`config.mk`:
```
export PLATFORM = sky130hd
export DESIGN_NAME = univ_reg_flat
export DESIGN_NICKNAME = d
export VERILOG_FILES = /design/src/rtl/univ_reg_pkg.sv /design/src/rtl/univ_reg_if.sv /design/src/rtl/univ_reg_dff_cell.sv /design/src/rtl/univ_reg.sv /design/src/flat_wrapper.sv
export SDC_FILE = /design/constraint.sdc
export NUM_CORES = 1
export LEC_CHECK = 0
export BUFFER_PORTS_ARGS = -buffer_cell sky130_fd_sc_hd__buf_2
export CORE_MARGIN = 2
export CORE_UTILIZATION = 35
export DETAILED_ROUTE_END_ITERATION = 6
export PLACE_DENSITY_LB_ADDON = 0.2
export SETUP_SLACK_MARGIN = 0.2
export SYNTH_ARGS = -nofsm -noshare
export SYNTH_HDL_FRONTEND = slang
export SYNTH_SLANG_ARGS = --single-unit
```
`constraint.sdc`:
```
create_clock -name clk -period 4.4 [get_ports clk]
set_clock_uncertainty 0.2 [all_clocks]
set_input_delay 0 -clock clk [delete_from_list [all_inputs] [get_ports clk]]
set_output_delay 0 -clock clk [all_outputs]
set_load 0.02 [all_outputs]
```
`src/rtl/univ_reg_pkg.sv`:
```
// Shared definitions for the universal register: operating-mode encoding.
// Imported by the interface, the register top and the testbench.
package univ_reg_pkg;

    typedef enum logic [2:0] {
        MODE_HOLD = 3'b000,
        MODE_LOAD = 3'b001,
        MODE_SHL  = 3'b010,
        MODE_SHR  = 3'b011,
        MODE_ROL  = 3'b100,
        MODE_ROR  = 3'b101,
        MODE_INC  = 3'b110,
        MODE_DEC  = 3'b111
    } mode_e;

    localparam int MIN_WIDTH = 2;
    localparam int MAX_WIDTH = 64;

endpackage : univ_reg_pkg

```
`src/rtl/univ_reg_if.sv`:
```
// Control/data bundle of the universal register.
// The master drives the operation; the slave (the register) returns its state.
interface univ_reg_if #(
    parameter int WIDTH = 8
);
    import univ_reg_pkg::*;

    logic             en;
    mode_e            mode;
    logic [WIDTH-1:0] d;
    logic             ser_lsb;
    logic             ser_msb;
    logic [WIDTH-1:0] q;
    logic [WIDTH-1:0] qbar;
    logic             cout;
    logic             zero;

    modport master (
        output en, mode, d, ser_lsb, ser_msb,
        input  q, qbar, cout, zero
    );

    modport slave (
        input  en, mode, d, ser_lsb, ser_msb,
        output q, qbar, cout, zero
    );

endinterface : univ_reg_if

```
`src/rtl/univ_reg_dff_cell.sv`:
```
// Single-bit D storage cell: synchronous active-high reset to a per-instance
// value, clock enable, true and complement outputs.
module dff_cell #(
    parameter logic RST_VAL = 1'b0
) (
    input  logic clk,
    input  logic rst,
    input  logic en,
    input  logic d,
    output logic q,
    output logic qbar
);

    // NOTE: sequential state is written with <= so every cell samples the
    // pre-edge value of its neighbours; blocking here would make shifts ripple.
    always_ff @(posedge clk) begin
        if (rst) begin
            q <= RST_VAL;
        end else if (en) begin
            q <= d;
        end
    end

    assign qbar = ~q;

endmodule : dff_cell

```
`src/rtl/univ_reg.sv`:
```
// WIDTH-bit universal register built from dff_cell bits: hold, load,
// shift, rotate, increment and decrement, with a registered carry/shift-out.
module univ_reg
    import univ_reg_pkg::*;
#(
    parameter int               WIDTH     = 8,
    parameter logic [WIDTH-1:0] RESET_VAL = {WIDTH{1'b0}}
) (
    input  logic        clk,
    input  logic        rst,
    univ_reg_if.slave   bus
);

    logic [WIDTH-1:0] q_cur;
    logic [WIDTH-1:0] qbar_cur;
    logic [WIDTH-1:0] q_next;
    logic             cout_cur;
    logic             cout_n;
    logic             cout_next;
    logic [WIDTH:0]   inc_sum;

    assign inc_sum = {1'b0, q_cur} + {{WIDTH{1'b0}}, 1'b1};

    // NOTE: both outputs get a default before the case, so no path through
    // this block can leave them unassigned and infer a latch.
    always_comb begin
        q_next    = q_cur;
        cout_next = 1'b0;
        case (bus.mode)
            MODE_HOLD: begin
                q_next    = q_cur;
                cout_next = 1'b0;
            end
            MODE_LOAD: begin
                q_next    = bus.d;
                cout_next = 1'b0;
            end
            MODE_SHL: begin
                q_next    = {q_cur[WIDTH-2:0], bus.ser_lsb};
                cout_next = q_cur[WIDTH-1];
            end
            MODE_SHR: begin
                q_next    = {bus.ser_msb, q_cur[WIDTH-1:1]};
                cout_next = q_cur[0];
            end
            MODE_ROL: begin
                q_next    = {q_cur[WIDTH-2:0], q_cur[WIDTH-1]};
                cout_next = q_cur[WIDTH-1];
            end
            MODE_ROR: begin
                q_next    = {q_cur[0], q_cur[WIDTH-1:1]};
                cout_next = q_cur[0];
            end
            MODE_INC: begin
                q_next    = inc_sum[WIDTH-1:0];
                cout_next = inc_sum[WIDTH];
            end
            MODE_DEC: begin
                q_next    = q_cur - {{(WIDTH-1){1'b0}}, 1'b1};
                cout_next = (q_cur == '0);
            end
            default: begin
                q_next    = 'x;
                cout_next = 1'bx;
            end
        endcase
    end

    for (genvar i = 0; i < WIDTH; i++) begin : g_bit
        dff_cell #(
            .RST_VAL (RESET_VAL[i])
        ) u_cell (
            .clk  (clk),
            .rst  (rst),
            .en   (bus.en),
            .d    (q_next[i]),
            .q    (q_cur[i]),
            .qbar (qbar_cur[i])
        );
    end

    dff_cell #(
        .RST_VAL (1'b0)
    ) u_cout (
        .clk  (clk),
        .rst  (rst),
        .en   (bus.en),
        .d    (cout_next),
        .q    (cout_cur),
        .qbar (cout_n)
    );

    assign bus.q    = q_cur;
    assign bus.qbar = qbar_cur;
    assign bus.cout = cout_cur;
    assign bus.zero = ~|q_cur;

    initial_width_ok : assert final (WIDTH >= MIN_WIDTH && WIDTH <= MAX_WIDTH);

    // An unknown mode while enabled is an illegal use of the register.
    mode_known : assert property (@(posedge clk) (!rst && bus.en) |-> !$isunknown(bus.mode));

    cout_rails : assert property (@(posedge clk)
        (!rst && !$isunknown(cout_cur)) |-> (cout_n == ~cout_cur));

endmodule : univ_reg

```
`src/flat_wrapper.sv`:
```
// flat-port wrapper written by rule: the top's interface ports become plain ports
module univ_reg_flat import univ_reg_pkg::*;
#(
    parameter int               WIDTH     = 8,
    parameter logic [WIDTH-1:0] RESET_VAL = {WIDTH{1'b0}}
)
  (clk, rst, bus_en, bus_mode, bus_d, bus_ser_lsb, bus_ser_msb, bus_q, bus_qbar, bus_cout, bus_zero);
  univ_reg_if #(.WIDTH(WIDTH)) bus_i ();
  input  logic clk;
  input  logic rst;
  input wire logic [$bits(bus_i.en)-1:0] bus_en;
  input wire logic [$bits(bus_i.mode)-1:0] bus_mode;
  input wire logic [$bits(bus_i.d)-1:0] bus_d;
  input wire logic [$bits(bus_i.ser_lsb)-1:0] bus_ser_lsb;
  input wire logic [$bits(bus_i.ser_msb)-1:0] bus_ser_msb;
  output wire logic [$bits(bus_i.q)-1:0] bus_q;
  output wire logic [$bits(bus_i.qbar)-1:0] bus_qbar;
  output wire logic [$bits(bus_i.cout)-1:0] bus_cout;
  output wire logic [$bits(bus_i.zero)-1:0] bus_zero;
  assign bus_i.en = bus_en;
  assign bus_i.mode = bus_mode;
  assign bus_i.d = bus_d;
  assign bus_i.ser_lsb = bus_ser_lsb;
  assign bus_i.ser_msb = bus_ser_msb;
  assign bus_q = bus_i.q;
  assign bus_qbar = bus_i.qbar;
  assign bus_cout = bus_i.cout;
  assign bus_zero = bus_i.zero;
  univ_reg #(.WIDTH(WIDTH), .RESET_VAL(RESET_VAL)) u_core (.clk(clk), .rst(rst), .bus(bus_i));
endmodule
```
==> results.md, run 1 <==
- Status: complete, no violations
- Final setup viols: 0
- Worst hold path type: in2reg
- Share of post-route cells with drive strength above 1: 29.8%
- Core area: about 3400 um^2
- Placed cell count: just over 200
- LEAKAGE: 0.000578 uW
- TNS Setup: 0 ns
- Ports: 34
- Power Density: 241 nW/um^2
- Worst endpoint data arrival time: approximately 2.6 ns
- Max clock buf depth: 2
- Pin count of the biggest net entering global routing: 29
- Synth Register Bits: 9
- Tmin final: ~2.7 ns
- Worst-path maximum fanout: 11
- Avg Cell Area, Syn: a little over 8 um^2
- Num CTS Buffers: 3
- Initial core utilization: 37.3%
- VDD IR max: roughly 0.12 mV
- First-pass GRT wire length: 5520 um
- Worst Tran Pin Value: approximately 0.78 ns
- Worst skew pair latency: between 0.2 and 0.3 ns
- All-layer global routing usage: between 15 and 20%
- Die area: about 4100 um^2
- Maximum Capacitance Violations: 0
- Die X: roughly 64 um
- Crit end category: register
- Post-synth cell types: 56
- Slew Limit Fails: 0
- Yosys warnings: 0
- Crit path cell chain: inv_1 > ha_1 > and3_1 > a2111oi_0 > a21o_1 > a221oi_1 > dlygate4sd3_1
- DPL Wire Length: between 2000 and 2500 um
- Drt wl/cell: ~16 um
- Die Y: between 60 and 70 um
- Synth top area share: between 10 and 15%
- Final hold violations: 0
- Remaining DRCs: 0
- Root buffer cell: clkbuf_4
- FP Rows: 21
- RSZ-0062 raised after global routing: no
- CP peak stage delay: 0.58 ns
- Post-DRT Antenna Nets: 0
- Netlist Area Pre-Place: about 1300 um^2
- Syn-to-layout area delta: 3.34%
- Post-synthesis sequential area ratio: between 10% and 20%
- Post-Synthesis Cells: approximately 150
- Max-slew headroom: about half
- Routed WL: about 3400 um
- Area leader, netlist: dfxtp_1
- WP data required: ~4.4 ns
- Final Cycle Share: between 60% and 70%
- PostCTS Resize Cnt: 0
- DRT Pass-1 Iters: 4
- Worst path slowest cell: dlygate4sd3_1
- Vias in the first global route: between 1,000 and 1,500
- Post-route insts no fill: about 210
- Total congestion overflow: 0
- Initial antenna violation count: 0
- Critical path startpoint category: register
- Htree depth: 1
- EDFF count, synth: 0
- Cells taking the most area after synthesis: dfxtp_1, buf_4, clkbuf_8
- Synth Flop Type: dfxtp_1
- Async S/R FF share, synth: 0%
- CTS clk-pin slew, worst paths: roughly 0.070 ns
- Max Freq: 375 MHz
- Placer Congestion: 0.838
- Vias: between 1,000 and 1,500
- Crit path kind: reg2reg
- Total Power: about 320 uW
- Nets@finish: 188
- Initial DRC Count: 47
- Avg Vias per Cell: between 5 and 6
- Antenna diodes: 0
- CTS Sinks: 9
- Syn_nets: 173
- I/O Buffers: 33
- CTS tree: yes
-- report_power, final --
part,switching [uW],internal [uW]
Combinational,80.4,59.3
Clock,36.3,35.2
Sequential,17.4,88.4
Total,134,183
-- placed cells by master (no fill, tap or decap), types with 2 or more instances in the layout --
master and count:
o21ai_0 3, dfxtp_1 9, buf_2 33, dlygate4sd3_1 8
and2_1 2, or3_1 2, nor2_1 8, nor3_1 5
a21oi_1 6, nand4_1 4, and3_2 2, a211oi_1 3
a21o_1 4, inv_1 11, mux2i_1 4, o221a_2 2
a2111oi_0 3, o31ai_1 3, nand2_1 7, clkbuf_4 3
ha_1 3, a221oi_1 6, and3_1 2, a22o_1 2
nand2b_1 3
-- worst max-delay path, delay by kind of cell (launching register included) --
family          cells  cell delay (ns)
buf+inv             2             0.74
compound gates      3             0.57
flops               1             0.55
fa+ha+maj           1             0.32
simple gates        1             0.18
-- metrics by stage --
stage / hold slack [ns] / setup slack [ns] / instance area [um^2] / utilization (%)
after floorplan: -0.00651 / 2.40 / 1270 / -
after global placement: 0.148 / 2.36 / 1210 / 35.4
after detailed placement: 0.167 / 2.33 / 1210 / 35.4
after CTS: 0.0701 / 1.77 / 1320 / 38.5
after global routing: 0.108 / 1.65 / 1320 / 38.5
final: 0.0654 / 1.74 / 1320 / 38.5
-- cell type report --
class / count / area (um^2)
fill: 379 / 2100
clock buffer: 4 / 26.3
tap: 46 / 57.6
inverter: 11 / 41.3
multi-input combinational: 103 / 764
timing repair buffer: 41 / 245
sequential: 9 / 180
-- timing repair --
action / CTS / global route
hold endpoints to repair: 8 / 0
setup buffers: 0 / 0
setup endpoints to repair: 0 / 0
hold buffers: 8 / 0
-- synth_stat cells (all sizes together) (2+ instances only) --
cell type and count:
buf 24, inv 11, dfxtp 9, nor2 8, a221oi 7, clkbuf 7, nand2 7, a21oi 6
a21o 5, nor3 5, and3 4, mux2i 4, nand4 4, o21ai 4, a2111oi 3, a211oi 3
and2 3, ha 3, nand2b 3, o31ai 3, a22o 2, o221a 2, o41ai 2, or3 2
-- routing by layer --
layer,up-vias,part of all wire (%),global-route usage [%]
met5,-,0,0
met4,0,0.50,2.66
met3,4,6.7,3.70
met2,43,48,28.6
met1,577,45,22.8
li1,595,-,-
-- sequential cells by signal (all words and copies together) (netlist names) --
register               cells
u_core.u_cout.q            1
u_core.g_bit.u_cell.q      8
-- logic make-up (layout without fill, tap and decap cells) --
kind of cell,Yosys count,after routing,synth area share [%]
flops,9,9,14.2
simple gates,45,45,21.2
xor+xnor,1,1,0.688
fa+ha+maj,3,3,2.95
compound gates,50,50,32.1
mux,4,4,3.15
buf+inv,42,56,25.8
-- final timing paths --
check                            from                  endpoint  slack, ns  cells past startpoint
max          u_core.g_bit[0].u_cell.q  u_core.g_bit[1].u_cell.q       1.74                      7
min reg2reg           u_core.u_cout.q           u_core.u_cout.q       0.26                      2
max reg2reg  u_core.g_bit[0].u_cell.q  u_core.g_bit[1].u_cell.q       1.74                      7
min                          bus_d[4]  u_core.g_bit[4].u_cell.q       0.07                      4
No activity file was read; power rests on OpenSTA's default activity.
==> run 2: changes to the inputs <==
- clock period: 4.4 -> 2.2 ns (I/O delays scaled with it)
==> run 2 against run 1 <==
Net effect:
- count of clock-buffer cells in the layout unchanged
- the run now ends with negative hold slack left
- clock power grew 110%
- combinational power increased by 120%
- non-clock buffer count rose by 7
==> results.md, run 2 (same netlist as run 1, synthesis figures left out) <==
- Status: finished with violations
- Violated checks: negative hold slack
- Final hold violations: 1
- Initial antenna violation count: 0
- M1 wire length: around 1700 um
- Worst Tran Pin Value: about 0.34 ns
- Tmin final: a little under 2 ns
- Depth of the worst hold-timing path: 5
- WP data required: around 2 ns
- Routed wire length on met2: approximately 1600 um
- FP Rows: 21
- Nets@finish: 195
- Root buffer cell: clkbuf_4
- CTS Sinks: 9
- Switching Share: between 40 and 50%
- Crit path kind: reg2out
- Crit end category: primary output
- First-pass GRT wire length: around 5700 um
- Share of post-route cells with drive strength above 1: a little over a third
- Hold Path Sink: u_core.g_bit[0].u_cell.q
- Power Density: 478 nW/um^2
- Max clock buf depth: 2
- RR Endpoint: u_core.g_bit[7].u_cell.q
- Die area: approximately 4100 um^2
- Remaining DRCs: 0
- TNS Setup: 0 ns
- Critical path startpoint category: register
- Drt wl/cell: 15.7 um
- Placer Congestion: approximately 0.86
- Post-CTS setup buffers: 0
- CTS tree: yes
- Max-slew headroom: around 77%
- Max Freq: just over 500 MHz
- Die X: roughly 64 um
- Core area: 3420 um^2
- Worst endpoint data arrival time: about 1.8 ns
- Sw power: 277 uW
- Cell-internal power: about 380 uW
- CTS clk-pin slew, worst paths: ~0.08 ns
- Placed cell count: 212
- RSZ-0062 raised after global routing: yes
- Met3 wire length: between 150 and 200 um
- All-layer global routing usage: 17.5%
- Vias: roughly 1,200
- Biggest register: u_core.g_bit.u_cell.q
- Worst skew pair latency: about 0.28 ns
- Final Cycle Share: roughly 89%
- Reg2reg setup slack: between 0.2 and 0.3 ns
- Initial DRC Count: 49
- Post-DRT Antenna Nets: 0
- Reg2Reg Depth: 4
- Initial core utilization: between 30% and 40%
- DPL Wire Length: 2590 um
- Post-route insts no fill: between 200 and 250
- Worst hold path type: in2reg
- Num CTS Buffers: 3
- Pin count of the biggest net entering global routing: 19
- Antenna diodes: 0
- Commonest cells after routing, fill and taps aside: buf_2, inv_1, buf_4
- VDD IR max: approximately 0.2 mV
- Vias in the first global route: roughly 1,100
- Syn-to-layout area delta: 7.57%
- Most common cell after layout, fill and taps aside: buf_2
- LEAKAGE: 0.000611 uW
- Combinational power share: about 47%
- Maximum Capacitance Violations: 0
- Hold path startpoint: bus_ser_lsb
- Clk pwr share: a little under a quarter
- R2R Path Start: u_core.g_bit[3].u_cell.q
- Ports: 34
- Routed WL: roughly 3500 um
- Final setup viols: 0
- Hold slack: -0.00449 ns
- Slew Limit Fails: 0
- Worst-path maximum fanout: 7
- Flop pwr share: 29.9%
- Avg Vias per Cell: ~5.6
- Max reg flops: 8
- Total congestion overflow: 0
- Highest routed layer: met4
- Die Y: about 64 um
- DRT Pass-1 Iters: 4
- I/O Buffers: 33
- Htree depth: 1
- Largest regs: u_core.g_bit.u_cell.q (8), u_core.u_cout.q (1)
run 2: power groups by stage:
stage / clock (uW) / sequential (uW) / combinational (uW)
after global placement: 0 / 199 / 297
after global routing: 157 / 199 / 336
final: 150 / 196 / 309
after floorplan: 0 / 195 / 267
after detailed placement: 0 / 200 / 297
after CTS: 150 / 196 / 305
run 2: what timing repair did:
item / in CTS / in global routing
hold buffers: 5 / 0
gates resized for setup: 0 / 2
endpoints found under the hold margin: 8 / 0
endpoints found under the setup margin: 0 / 2
run 2: stage by stage:
step,worst slack [ns],total power (uW),utilization [%],area (um^2)
finish,0.247,655,40.1,1370
global route,0.202,692,40.1,1370
CTS,0.270,651,39.8,1360
detailed placement,0.317,497,37.6,1280
global placement,0.322,497,37.6,1280
floorplan,0.238,462,-,1270
run 2: area by class of cell:
cell class	instances	area, um^2
clock buffers	4	26.3
fillers	384	2050
inverters	11	41.3
multi-input cells	103	773
flip-flops and latches	9	180
well taps	46	57.6
repair buffers	48	290
run 2: critical path: stages (launching register included):
cell and delay (ns):
dfxtp_1 0.37, or4_4 0.57, nor4b_4 0.30, buf_2 0.22
run 2: worst max path at each step:
stage | startpoint | endpoint | slack, ns | cells past startpoint
final | u_core.g_bit[3].u_cell.q | bus_zero | 0.25 | 3
after floorplan | u_core.g_bit[3].u_cell.q | u_core.u_cout.q | 0.24 | 5
after global routing | u_core.g_bit[5].u_cell.q | u_core.g_bit[7].u_cell.q | 0.20 | 4
after global placement | u_core.g_bit[1].u_cell.q | u_core.g_bit[3].u_cell.q | 0.32 | 5
after CTS | u_core.g_bit[3].u_cell.q | bus_zero | 0.27 | 3
after detailed placement | u_core.g_bit[3].u_cell.q | u_core.g_bit[7].u_cell.q | 0.32 | 4
run 2: per-layer routing:
layer | vias to the layer above | GRT usage, %
li1 | 611 | -
met1 | 593 | 24.3
met2 | 37 | 27.2
met3 | 6 | 3.17
met4 | 0 | 5.59
met5 | - | 0
